File: src/rtl/div10_pkg.sv
// ============================================================================
// Module   : div10_pkg
// Purpose  : Shared types and constants for the 10-bit sequential divider.
// Revision : 1.0 - initial release
// ============================================================================
`default_nettype none

package div10_pkg;

   localparam int DW    = 10;
   localparam int ITER  = 10;
   localparam int CNT_W = 4;

   localparam logic [DW-1:0]    DIVZ_Q   = 10'h3FF;
   localparam logic [CNT_W-1:0] LAST_CNT = CNT_W'(ITER - 1);

   typedef enum logic [1:0] {
      IDLE = 2'd0,
      RUN  = 2'd1,
      DONE = 2'd2
   } state_t;

endpackage

`default_nettype wire

File: src/rtl/sub10bit.sv
// ============================================================================
// Module   : sub10bit
// Purpose  : 10-bit ripple subtractor, dif = a - b - bin with borrow out.
// Revision : 1.0 - initial release
// ============================================================================
`default_nettype none

module sub10bit (
   input  logic [9:0] a,
   input  logic [9:0] b,
   input  logic       bin,
   output logic [9:0] dif,
   output logic       bout
);

   logic [10:0] diff_w;

   // Zero-extended subtraction; bit 10 is the borrow out of the 10-bit result.
   assign diff_w = {1'b0, a} - {1'b0, b} - {10'd0, bin};
   assign dif    = diff_w[9:0];
   assign bout   = diff_w[10];

endmodule

`default_nettype wire

File: src/rtl/div10_seq.sv
// ============================================================================
// Module   : div10_seq
// Purpose  : 10-bit unsigned restoring divider, one quotient bit per cycle.
// Revision : 1.0 - initial release
// ============================================================================
`default_nettype none

module div10_seq
   import div10_pkg::*;
(
   input  logic          clk,
   input  logic          rst,
   input  logic          start,
   input  logic [DW-1:0] dividend,
   input  logic [DW-1:0] divisor,
   output logic          ready,
   output logic          busy,
   output logic          done,
   output logic [DW-1:0] quotient,
   output logic [DW-1:0] remainder,
   output logic          div_by_zero
);

   state_t state_q, state_d;

   logic [CNT_W-1:0] cnt_q, cnt_d;
   logic [DW-1:0]    q_q, q_d;
   logic [DW-1:0]    r_q, r_d;
   logic [DW-1:0]    d_q, d_d;
   logic [DW-1:0]    quot_q, quot_d;
   logic [DW-1:0]    rem_q, rem_d;
   logic             dbz_q, dbz_d;

   logic [DW-1:0]    shift_rem;
   logic             rem_msb;
   logic [DW-1:0]    sub_dif;
   logic             sub_bout;
   logic             take;
   logic [DW-1:0]    r_step;
   logic [DW-1:0]    q_step;
   logic             accept;
   logic             last_iter;

   assign shift_rem = {r_q[DW-2:0], q_q[DW-1]};
   assign rem_msb   = r_q[DW-1];

   sub10bit u_sub (
      .a    (shift_rem),
      .b    (d_q),
      .bin  (1'b0),
      .dif  (sub_dif),
      .bout (sub_bout)
   );

   // A set bit shifted out of R means the 11-bit partial remainder exceeds D,
   // so the trial subtraction succeeds regardless of the 10-bit borrow.
   assign take      = rem_msb | ~sub_bout;
   assign r_step    = take ? sub_dif : shift_rem;
   assign q_step    = {q_q[DW-2:0], take};
   assign accept    = (state_q == IDLE) && start;
   assign last_iter = (cnt_q == LAST_CNT);

   always_ff @(posedge clk) begin
      if (rst) begin
         state_q <= IDLE;
         cnt_q   <= '0;
         q_q     <= '0;
         r_q     <= '0;
         d_q     <= '0;
         quot_q  <= '0;
         rem_q   <= '0;
         dbz_q   <= 1'b0;
      end else begin
         state_q <= state_d;
         cnt_q   <= cnt_d;
         q_q     <= q_d;
         r_q     <= r_d;
         d_q     <= d_d;
         quot_q  <= quot_d;
         rem_q   <= rem_d;
         dbz_q   <= dbz_d;
      end
   end

   always_comb begin
      state_d = state_q;
      unique case (state_q)
         IDLE: if (start) state_d = (divisor == '0) ? DONE : RUN;
         RUN:  if (last_iter) state_d = DONE;
         DONE: state_d = IDLE;
         default: state_d = IDLE;
      endcase
   end

   always_comb begin
      ready = (state_q == IDLE);
      busy  = (state_q == RUN);
      done  = (state_q == DONE);
   end

   always_comb begin
      cnt_d  = cnt_q;
      q_d    = q_q;
      r_d    = r_q;
      d_d    = d_q;
      quot_d = quot_q;
      rem_d  = rem_q;
      dbz_d  = dbz_q;
      if (accept) begin
         q_d   = dividend;
         d_d   = divisor;
         r_d   = '0;
         cnt_d = '0;
         dbz_d = 1'b0;
         if (divisor == '0) begin
            quot_d = DIVZ_Q;
            rem_d  = dividend;
            dbz_d  = 1'b1;
         end
      end else if (state_q == RUN) begin
         q_d   = q_step;
         r_d   = r_step;
         cnt_d = cnt_q + 1'b1;
         if (last_iter) begin
            quot_d = q_step;
            rem_d  = r_step;
         end
      end
   end

   assign quotient    = quot_q;
   assign remainder   = rem_q;
   assign div_by_zero = dbz_q;

endmodule

`default_nettype wire

File: config.mk
export PLATFORM = sky130hd
export DESIGN_NAME = div10_seq
export DESIGN_NICKNAME = d
export VERILOG_FILES = /design/src/rtl/div10_pkg.sv /design/src/rtl/sub10bit.sv /design/src/rtl/div10_seq.sv
export SDC_FILE = /design/constraint.sdc
export NUM_CORES = 1
export LEC_CHECK = 0
export ABC_AREA = 1
export CELL_PAD_IN_SITES_DETAIL_PLACEMENT = 2
export CELL_PAD_IN_SITES_GLOBAL_PLACEMENT = 2
export CORE_UTILIZATION = 32
export DETAILED_ROUTE_END_ITERATION = 7
export MAX_ROUTING_LAYER = met4
export PLACE_DENSITY_LB_ADDON = 0.1
export REMOVE_ABC_BUFFERS = 1
export SYNTH_ARGS = -nofsm -noshare
export SYNTH_HDL_FRONTEND = slang
export SYNTH_SLANG_ARGS = --single-unit
export TNS_END_PERCENT = 1
File: constraint.sdc
create_clock -name clk -period 4.05 [get_ports clk]
set_input_delay 1.215 -clock clk [delete_from_list [all_inputs] [get_ports clk]]
set_output_delay 1.215 -clock clk [all_outputs]
set_load 0.02 [all_outputs]
# ---- Yosys cells after proc, flatten, opt, wreduce, memory -nomap -nowiden
# Cells that the tools add are included.
dict set report op_classes {
  eq_ne 6
  muxes 16
  bitwise 2
  add_sub_neg 2
  reduce_logical 8
}
# op n
set op_table {}
lappend op_table {{10-bit two-way mux} 11}
lappend op_table {{10-bit by 10-bit subtractor with 11-bit output} 1}
lappend op_table {{10-bit logical NOT} 1}
lappend op_table {{2-bit two-way mux} 3}
lappend op_table {{4-bit by 1-bit adder with 4-bit output (second input constant)} 1}
lappend op_table {{4-bit equality test (second input constant)} 1}
lappend op_table {{2-bit by 1-bit inequality test with 1-bit output (second input constant)} 2}
lappend op_table {{2-bit one-hot mux with 2 select lines} 1}
lappend op_table {{2-bit nonzero test} 2}
lappend op_table {{3-bit AND reduction} 1}
lappend op_table {{2-bit by 1-bit equality test with 1-bit output (second input constant)} 1}
lappend op_table {{2-bit equality test (second input constant)} 1}
lappend op_table {{2-bit logical NOT} 1}
lappend op_table {{2-bit inequality test (second input constant)} 1}
lappend op_table {{2-bit AND reduction} 1}
lappend op_table {{2-bit OR reduction} 1}
lappend op_table {{1-bit logical AND} 1}
lappend op_table {{1-bit two-way mux} 1}
lappend op_table {{1-bit NOT} 1}
lappend op_table {{1-bit bitwise OR} 1}
dict set report word_totals {
  register_bits 57
  output_inout_bits 24
}

# ---- Longest topological paths before layout
# Gate-level depths: netlist of the first run.
dict set report depth {
  word_depth 7
  depth_mapped 13
  ltp_nobuf 13
}

# ---- By module
# From an unflattened synthesis of the first run, not the netlist that was laid out.
dict set report hier_totals {
  cells_unflattened 501
  hier_area_um2 3347.0
}
# module cells_each instances area_per_inst_um2
set by_module_without_submodules {}
lappend by_module_without_submodules {div10_seq 365 1 2592.5}
lappend by_module_without_submodules {sub10bit 136 1 754.5}

# ---- Worst setup path after synthesis of the first run
# OpenSTA, ideal clock, no wires.
dict set report synth_timing {
  path_kind {in2reg}
  start {input divisor[4]}
  end {register rem_q[0] (netlist: remainder[0])}
  setup_slack_ns 1.847
  path_stages 9
  arrival_ns 2.084
  t_required_ns 3.930
  path_buffers 1
  cell_sequence {nor2_1 nand2_1 nor3_1 nand4_1 nand2_2 inv_2 buf_6 a21oi_1 a21oi_1}
}
dict set report synth_between {
  elab_chain_len 3
}
# item line
set synth_lines {}
lappend synth_lines {{start, declared} div10_seq.sv:15} ;# input logic [DW-1:0] divisor,
lappend synth_lines {{10-bit logical NOT} div10_seq.sv:115} ;# if (divisor == '0) begin
lappend synth_lines {{2-bit by 1-bit inequality test with 1-bit output (no source line)} --}
lappend synth_lines {{3-bit AND reduction (no source line)} --}
lappend synth_lines {{end signal, assigned} div10_seq.sv:80} ;# rem_q <= rem_d;
lappend synth_lines {{end, declared} div10_seq.sv:31} ;# logic [DW-1:0] rem_q, rem_d;
# No other way between the ends.
# A chain may end at the register's enable or synchronous reset.

# ---- Worst setup path in the final report of the first run
dict set report layout_timing {
  start {input divisor[4]}
  end {register rem_q[5] (netlist: remainder[5])}
}
# Same word-level chain as after synthesis.

==> results.toml, run 1 <==
[critical_path]
cp_data_arrival_time_ns = 3.18
required_ns = 4.27
crit_fanout = 21
crit_start = "divisor[4]"
crit_path_end_kind = "flop"
path_class = "input pin to flop"
critPathLaunchType = "input pin"
worstReg2RegStart = "state_q[0]$_SDFFE_PP0P_"

[final_layout]
mostFrequentLayoutCell = "nand2_1"
drive_above_1_share = 0.141
n_antenna_cell = 0
stdcell_area_sq_um = 3720
syn_to_final_growth_pct = 22.6
nets = 501
layout_common_cells = "88 x nand2_1, 57 x dfxtp_1, 51 x nor2_1"

[clock_tree]
cts_tree = "built"
clock_sinks = 57
post_cts_buffers = 0
clock-root-buffer = "clkbuf_8"
clk_latency_ns = 0.33
ctsLongestPathBuffers = 2
clkSlewWorstSetupHoldPaths_ns = 0.07
hold_buffers = 0
cts_max_level = 3
cts_made_buffers = 9
cts.repair.resized = 0

[placement]
post-dp-hpwl_um = 7150
portBuffers = 46
dpl_cell_area_sq_um = 3560
gp_congestion = 0.745

[yosys]
synth_cells = 421
synth.distinct_cells = 33
syn_area_sq_um = 3030
avgSynthCellArea_sq_um = 7.20
synth-seq-cells = 57
seq_area_frac_synth = 0.376
ys_warn_count = 0

[die]
coreArea_sq_um = 9200
fp.dieW_um = 99.4
io_pins = 47
die_area_sq_um = 9870
start_util = 0.330
die_h_um = 99.4
rows = 35

[global_routing]
grtUsageMet1 = 0.260
grt_first_pass_wirelength_um = 16000
grt_pass1_vias = 3191
overflow = 0
grt_use_total = 0.216
grtUsageMet2 = 0.370
grtUsageMet3 = 0.0372
grt_max_degree = 31
busiest_layer = "met2"
antenna_found_initial = 0

[timing]
maxSlewHeadroom = 0.399
finalCritPeriodShare = 0.730
hold_viol_final = 0
rsz0062_at_grt = "no"
setup_viol = 0
fin_crit_ns = 2.96
slew_violations = 0
skew_ns = 0.0101
worst_slew_pin_slew_ns = 0.900
tns_ns = 0
fmaxAchievable_mhz = 338

[routing]
vias = 2931
first_pass_iters = 4
vias_per_cell = 5.05
first_iter_violations = 60
drc_errors = 0
ant_nets = 0
wl_per_cell_um = 16.5
wl_um = 9570

[outcome]
status = "finished, final reports clean"

[pwr]
irDropWorstVdd_v = 0.000148
powerDensity_nw_per_um2 = 386
leakage_nw = 1.62

[flow_run]
maxCapViolCount = 0

[hold_path]
hp-start = "d_q[9]$_SDFFE_PP0P_"
hold_path.class = "flop to flop"
[metal layers]
metal	vias up	part of all wire
met4	0	0.011
li1	1444	-
met2	43	0.50
met5	-	0
met1	1431	0.47
met3	13	0.022
[metrics by stage]
step	hold slack [ns]	power, mW	setup WS (ns)	cells	utilization
global placement	0.457	0.976	0.748	565	0.387
finish	0.466	1.44	1.09	580	0.404
CTS	0.475	1.46	1.04	580	0.404
global route	0.496	1.53	0.955	580	0.404
floorplan	0.435	0.861	1.33	404	-
detailed placement	0.464	0.990	0.689	565	0.387
[synthesized netlist by cell type, drive strengths merged]
cell type   n  area (sq um)
dfxtp      57          1140
o21bai      1          7.51
buf        11          81.3
o21ai      48           255
nand3      15           100
ha         12           150
nor2       57           239
nor3        2          10.0
or2         1          6.26
clkbuf      6          22.5
nand2      96           385
a31oi      10          62.6
a221oi      1          8.76
a21oi      41           269
nand4       5          37.5
fa          1          20.0
inv        52           195
xor2        3          26.3
nand3b      2          15.0
[final timing paths]
| kind | to | slack (ns) | cells past startpoint |
|---|---|---|---|
| worst max register to register | remainder[5]$_SDFFE_PP0P_ | 1.66 | 10 |
| worst min register to register | d_q[9]$_SDFFE_PP0P_ | 0.47 | 2 |
| worst max-delay path | remainder[5]$_SDFFE_PP0P_ | 1.09 | 9 |
| worst min-delay path | d_q[9]$_SDFFE_PP0P_ | 0.47 | 2 |
[where the power goes]
| part | internal (mW) | total (mW) | switching, mW |
|---|---|---|---|
| clock | 0.231 | 0.462 | 0.231 |
| combinational | 0.125 | 0.372 | 0.247 |
| sequential | 0.585 | 0.601 | 0.0161 |
| total | 0.941 | 1.44 | 0.495 |
[critical path, stage by stage]
cell and delay [ns]:
clkdlybuf4s50_1 0.42, nor2_1 0.15, nand2_1 0.07, nor3_1 0.22, nand4_1 0.19, nand2_2 0.37, inv_2 0.23, a21oi_1 0.22
a21oi_2 0.08
[flip-flops by register name, summed over array words and instances (netlist names)]
| signal | count |
|---|---|
| remainder | 10 |
| cnt_q | 4 |
| d_q | 10 |
| div_by_zero | 1 |
| q_q | 10 |
| r_q | 10 |
| state_q | 2 |
| quotient | 10 |
[final cells by class]
type                       instances  area, sq um
fill                            1128         5480
tap                              111          139
clock inverter                     4         20.0
inverter                          52          195
timing repair buffer              50          490
clock buffer                      11          141
multi-input combinational        295         1590
sequential                        57         1140
[cell families after synthesis]
family / share of synthesized area
and+or+nand+nor: 0.262
AOI/OAI and AO/OA: 0.199
buffers and inverters: 0.0986
DFF: 0.376
adders and majority gates: 0.0561
xor gates and xnor gates: 0.00866
Power figures use the tool's default switching activity.
==> run 2, diff against run 1 <==
CORE_UTILIZATION = 30   (was 32)
clock period = 3 ns   (was 4.05 ns; I/O delays follow)
==> run 2 against run 1 <==
Flip-flop and latch count stayed put. Cell area is 2.4% higher. Register-to-register slack worse by 0.96 ns. Sequential power is 35% higher. Critical path type unchanged. Largest cell class unchanged.
==> results.toml, run 2 (synthesis results as in run 1) <==
[clock_tree]
cts_made_buffers = 9
ctsLongestPathBuffers = 2
hold_buffers = 0
clkSlewWorstSetupHoldPaths_ns = 0.07
cts_max_level = 3
cts_tree = "built"
clock_sinks = 57
clk_latency_ns = 0.34
clock-root-buffer = "clkbuf_8"
cts.repair.resized = 0
post_cts_buffers = 0

[critical_path]
cp_data_arrival_time_ns = 2.67
worstReg2RegStart = "q_q[9]$_SDFFE_PP0P_"
crit_fanout = 13
r2r-end = "remainder[8]$_SDFFE_PP0P_"
worstRegToRegCells = 13
path_class = "input pin to flop"
r2r_slack_ns = 0.70
endpoint = "remainder[5]$_SDFFE_PP0P_"
crit_path_end_kind = "flop"
crit_start = "divisor[4]"
required_ns = 3.22
critPathLaunchType = "input pin"

[final_layout]
mostFrequentLayoutCell = "nand2_1"
syn_to_final_growth_pct = 25.6
final_util = 0.390
layout_common_cells = "88 x nand2_1, 57 x dfxtp_1, 51 x nor2_1"
n_antenna_cell = 0
instances_no_fill = 604
nFillCells = 1180
nets = 503
drive_above_1_share = 0.144
stdcell_area_sq_um = 3810

[die]
die_h_um = 103
start_util = 0.310
rows = 36
io_pins = 47
coreArea_sq_um = 9770
die_area_sq_um = 10500
fp.dieW_um = 103

[routing]
first_iter_violations = 54
wl_um = 9730
wl_per_cell_um = 16.1
vias_per_cell = 4.78
first_pass_iters = 4
vias = 2886
drc_errors = 0
ant_nets = 0

[pwr]
leakage_nw = 1.65
irDropWorstVdd_v = 0.000173
powerDensity_nw_per_um2 = 541

[timing]
tns_ns = 0
rsz0062_at_grt = "no"
fin_crit_ns = 2.45
hold_viol_final = 0
maxSlewHeadroom = 0.700
setup_viol = 0
skew_ns = 0.00926
finalCritPeriodShare = 0.816
fmaxAchievable_mhz = 409
whs_ns = 0.465
slew_violations = 0
worst_slew_pin_slew_ns = 0.449

[placement]
portBuffers = 46
gp_congestion = 0.819
post-dp-hpwl_um = 7310
dpl_cell_area_sq_um = 3610
dp_cells = 589

[global_routing]
grt_max_degree = 31
overflow = 0
grt_pass1_vias = 3185
antenna_found_initial = 0
grt_use_total = 0.213
grt_first_pass_wirelength_um = 16100

[hold_path]
hold_path.class = "flop to flop"

[outcome]
status = "finished, final reports clean"

[flow_run]
maxCapViolCount = 0
run 2: cell count changes in the layout (fill, tap and decap cells not counted), sizes merged:
| cell | previous run | this run |
|---|---|---|
| buf | 4 | 6 |
| bufinv | 0 | 1 |
| clkbuf | 11 | 12 |
| clkinv | 4 | 2 |
run 2: report_power, final:
part	internal [mW]	switching, mW
Sequential	0.790	0.0218
Combinational	0.170	0.338
Clock	0.422	0.318
Total	1.38	0.678
run 2: how the worst min path moves through the flow:
stage | startpoint | cells after the start | to
final | d_q[4]$_SDFFE_PP0P_ | 2 | d_q[4]$_SDFFE_PP0P_
after global routing | d_q[9]$_SDFFE_PP0P_ | 2 | d_q[9]$_SDFFE_PP0P_
after CTS | d_q[4]$_SDFFE_PP0P_ | 2 | d_q[4]$_SDFFE_PP0P_
after detailed placement | d_q[4]$_SDFFE_PP0P_ | 2 | d_q[4]$_SDFFE_PP0P_
after global placement | d_q[5]$_SDFFE_PP0P_ | 2 | d_q[5]$_SDFFE_PP0P_
after floorplan | d_q[2]$_SDFFE_PP0P_ | 2 | d_q[2]$_SDFFE_PP0P_
run 2: worst max-delay path, cell delays in order:
cell and delay, ns:
clkdlybuf4s50_1 0.42, nor2_1 0.15, nand2_1 0.10, nor3_1 0.20, nand4_1 0.18, nand2_2 0.26, inv_2 0.19, a21oi_1 0.19
a21oi_2 0.07
run 2: per-stage QoR:
| step | setup slack (ns) | power (mW) |
|---|---|---|
| finish | 0.553 | 2.06 |
| global route | 0.370 | 2.20 |
| CTS | 0.520 | 2.10 |
| detailed placement | 0.160 | 1.34 |
| global placement | 0.252 | 1.32 |
| floorplan | 0.599 | 1.16 |
run 2: cell type report:
cell class	count	area [sq um]	area share
clock buffers	12	155	0.0407
inverters	52	195	0.0512
flip-flops and latches	57	1140	0.300
clock inverters	3	40.0	0.0105
repair buffers	52	518	0.136
well taps	133	166	0.0437
multi-input cells	295	1590	0.418
run 2: per-layer routing:
layer	GRT usage	routed length [um]
met5	-	0
met4	0.0857	131
met3	0.0244	174
met2	0.359	4830
met1	0.259	4590
==> run 3, diff against run 2 <==
CORE_UTILIZATION = 27   (was 30)
clock period = 2 ns   (was 3 ns; I/O delays follow)
==> run 3 against run 2 <==
Combinational power up 110%. Register-to-register slack worse by 0.66 ns. Global-route usage down 1.5 points. First-iteration DRC count up 33%. Die area up 11%. Non-clock buffer count up 30. Critical endpoint is now remainder[2]$_SDFFE_PP0P_.
==> results.toml, run 3 (synthesis results as in run 1) <==
[routing]
wl_per_cell_um = 16.5
drc_errors = 0
first_pass_iters = 4
wl_um = 10600
drt-met1-wl_um = 4810
maxUsedRoutingLayer = "met4"
route.met2.wl_um = 5480
vias = 3043
ant_nets = 0
vias_per_cell = 4.74
wl_met3_um = 173
first_iter_violations = 72

[final_layout]
syn_to_final_growth_pct = 40.7
nets = 533
instances_no_fill = 642
n_antenna_cell = 0
layout_common_cells = "74 x nand2_1, 56 x dfxtp_1, 50 x nor2_1"
stdcell_area_sq_um = 4270
drive_above_1_share = 0.265
mostFrequentLayoutCell = "nand2_1"

[critical_path]
worstReg2RegStart = "q_q[9]$_SDFFE_PP0P_"
crit_fanout = 6
crit_path_end_kind = "flop"
critPathLaunchType = "flop"
required_ns = 2.27
worstRegToRegCells = 12
cp_data_arrival_time_ns = 2.23
path_class = "flop to flop"
r2r-end = "remainder[2]$_SDFFE_PP0P_"
r2r_slack_ns = 0.04

[timing]
maxSlewHeadroom = 0.766
setup_ws_ns = 0.0417
setup_viol = 0
slew_violations = 0
hold_viol_final = 0
worst_slew_pin_slew_ns = 0.351
skew_ns = 0.0103
fmaxAchievable_mhz = 511
finalCritPeriodShare = 0.979
fin_crit_ns = 1.96
rsz0062_at_grt = "yes"
tns_ns = 0
whs_ns = 0.458

[global_routing]
grt_max_degree = 31
antenna_found_initial = 0
grt_use_total = 0.198
grt_pass1_vias = 3380
overflow = 0
grt_first_pass_wirelength_um = 17100

[placement]
gp_congestion = 0.757
post-dp-hpwl_um = 7850
dpl_cell_area_sq_um = 3810
portBuffers = 46
dp_cells = 620
place_ws_ns = -0.319

[pwr]
leakage_nw = 1.84
irDropWorstVdd_v = 0.000318
powerDensity_nw_per_um2 = 792

[die]
io_pins = 47
start_util = 0.279
fp.dieW_um = 108
coreArea_sq_um = 10900
die_area_sq_um = 11700
die_h_um = 108
rows = 38

[clock_tree]
cts_made_buffers = 9
clock-root-buffer = "clkbuf_8"
clkSlewWorstSetupHoldPaths_ns = 0.07
hold_buffers = 0
cts_max_level = 3
cts_tree = "built"
clk_latency_ns = 0.34
ctsLongestPathBuffers = 2
clock_sinks = 57

[hold_path]
hp-start = "d_q[8]$_SDFFE_PP0P_"
min_to = "d_q[8]$_SDFFE_PP0P_"
min_delay_path_depth = 2
hold_path.class = "flop to flop"

[outcome]
status = "finished, final reports clean"

[flow_run]
maxCapViolCount = 0
run 3: what timing repair did:
item / 4_1_cts / 5_1_grt
setup endpoints to repair: 22 / 30
pin swaps: 0 / 17
gates resized for setup: 9 / 46
buffers inserted: 0 / 5
gates cloned: 0 / 1
run 3: worst max-delay path by stage:
| stage | startpoint | end | slack, ns | cells after the start |
|---|---|---|---|---|
| 3_5_place_dp | divisor[3] | remainder[5]$_SDFFE_PP0P_ | -0.32 | 9 |
| 2_1_floorplan | state_q[1]$_SDFFE_PP0P_ | remainder[5]$_SDFFE_PP0P_ | -0.18 | 8 |
| 5_1_grt | q_q[9]$_SDFFE_PP0P_ | remainder[8]$_SDFFE_PP0P_ | -0.06 | 14 |
| 6_report | q_q[9]$_SDFFE_PP0P_ | remainder[2]$_SDFFE_PP0P_ | 0.04 | 12 |
| 3_3_place_gp | divisor[4] | remainder[5]$_SDFFE_PP0P_ | -0.23 | 9 |
| 4_1_cts | q_q[9]$_SDFFE_PP0P_ | r_q[2]$_SDFFE_PP0P_ | -0.03 | 13 |
run 3: worst max-delay path, cell delays in order (launching register included):
cell and delay [ns]:
dfxtp_2 0.33, inv_2 0.08, ha_4 0.14, inv_4 0.04
fa_2 0.40, nand4_4 0.09, nand2_4 0.07, nand2_4 0.09
nand2_8 0.08, clkbuf_16 0.20, o21ai_4 0.16, nand2_2 0.08
a21oi_2 0.14
run 3: area by class of cell:
| cell class | instances | area (sq um) |
|---|---|---|
| tap | 140 | 175 |
| inverter | 52 | 201 |
| sequential | 57 | 1140 |
| timing repair buffer | 82 | 773 |
| clock buffer | 13 | 149 |
| clock inverter | 3 | 40.0 |
| fill | 1281 | 6620 |
| multi-input combinational | 295 | 1790 |
run 3: metrics by stage:
stage / power [mW] / utilization
3_3_place_gp: 2.08 / 0.350
6_report: 3.38 / 0.392
3_5_place_dp: 2.11 / 0.350
4_1_cts: 3.21 / 0.368
5_1_grt: 3.59 / 0.392
2_1_floorplan: 1.74 / -
run 3: routing by layer:
layer | up-vias | GRT usage
met5 | - | -
li1 | 1509 | -
met4 | 0 | 0.0665
met1 | 1489 | 0.236
met3 | 13 | 0.0368
met2 | 32 | 0.335
run 3: power breakdown:
part           switching (mW)  leakage [nW]  internal, mW
clock                   0.468        0.0974         0.607
sequential             0.0366         0.465          1.19
combinational           0.642          1.28         0.442
total                    1.15          1.84          2.23
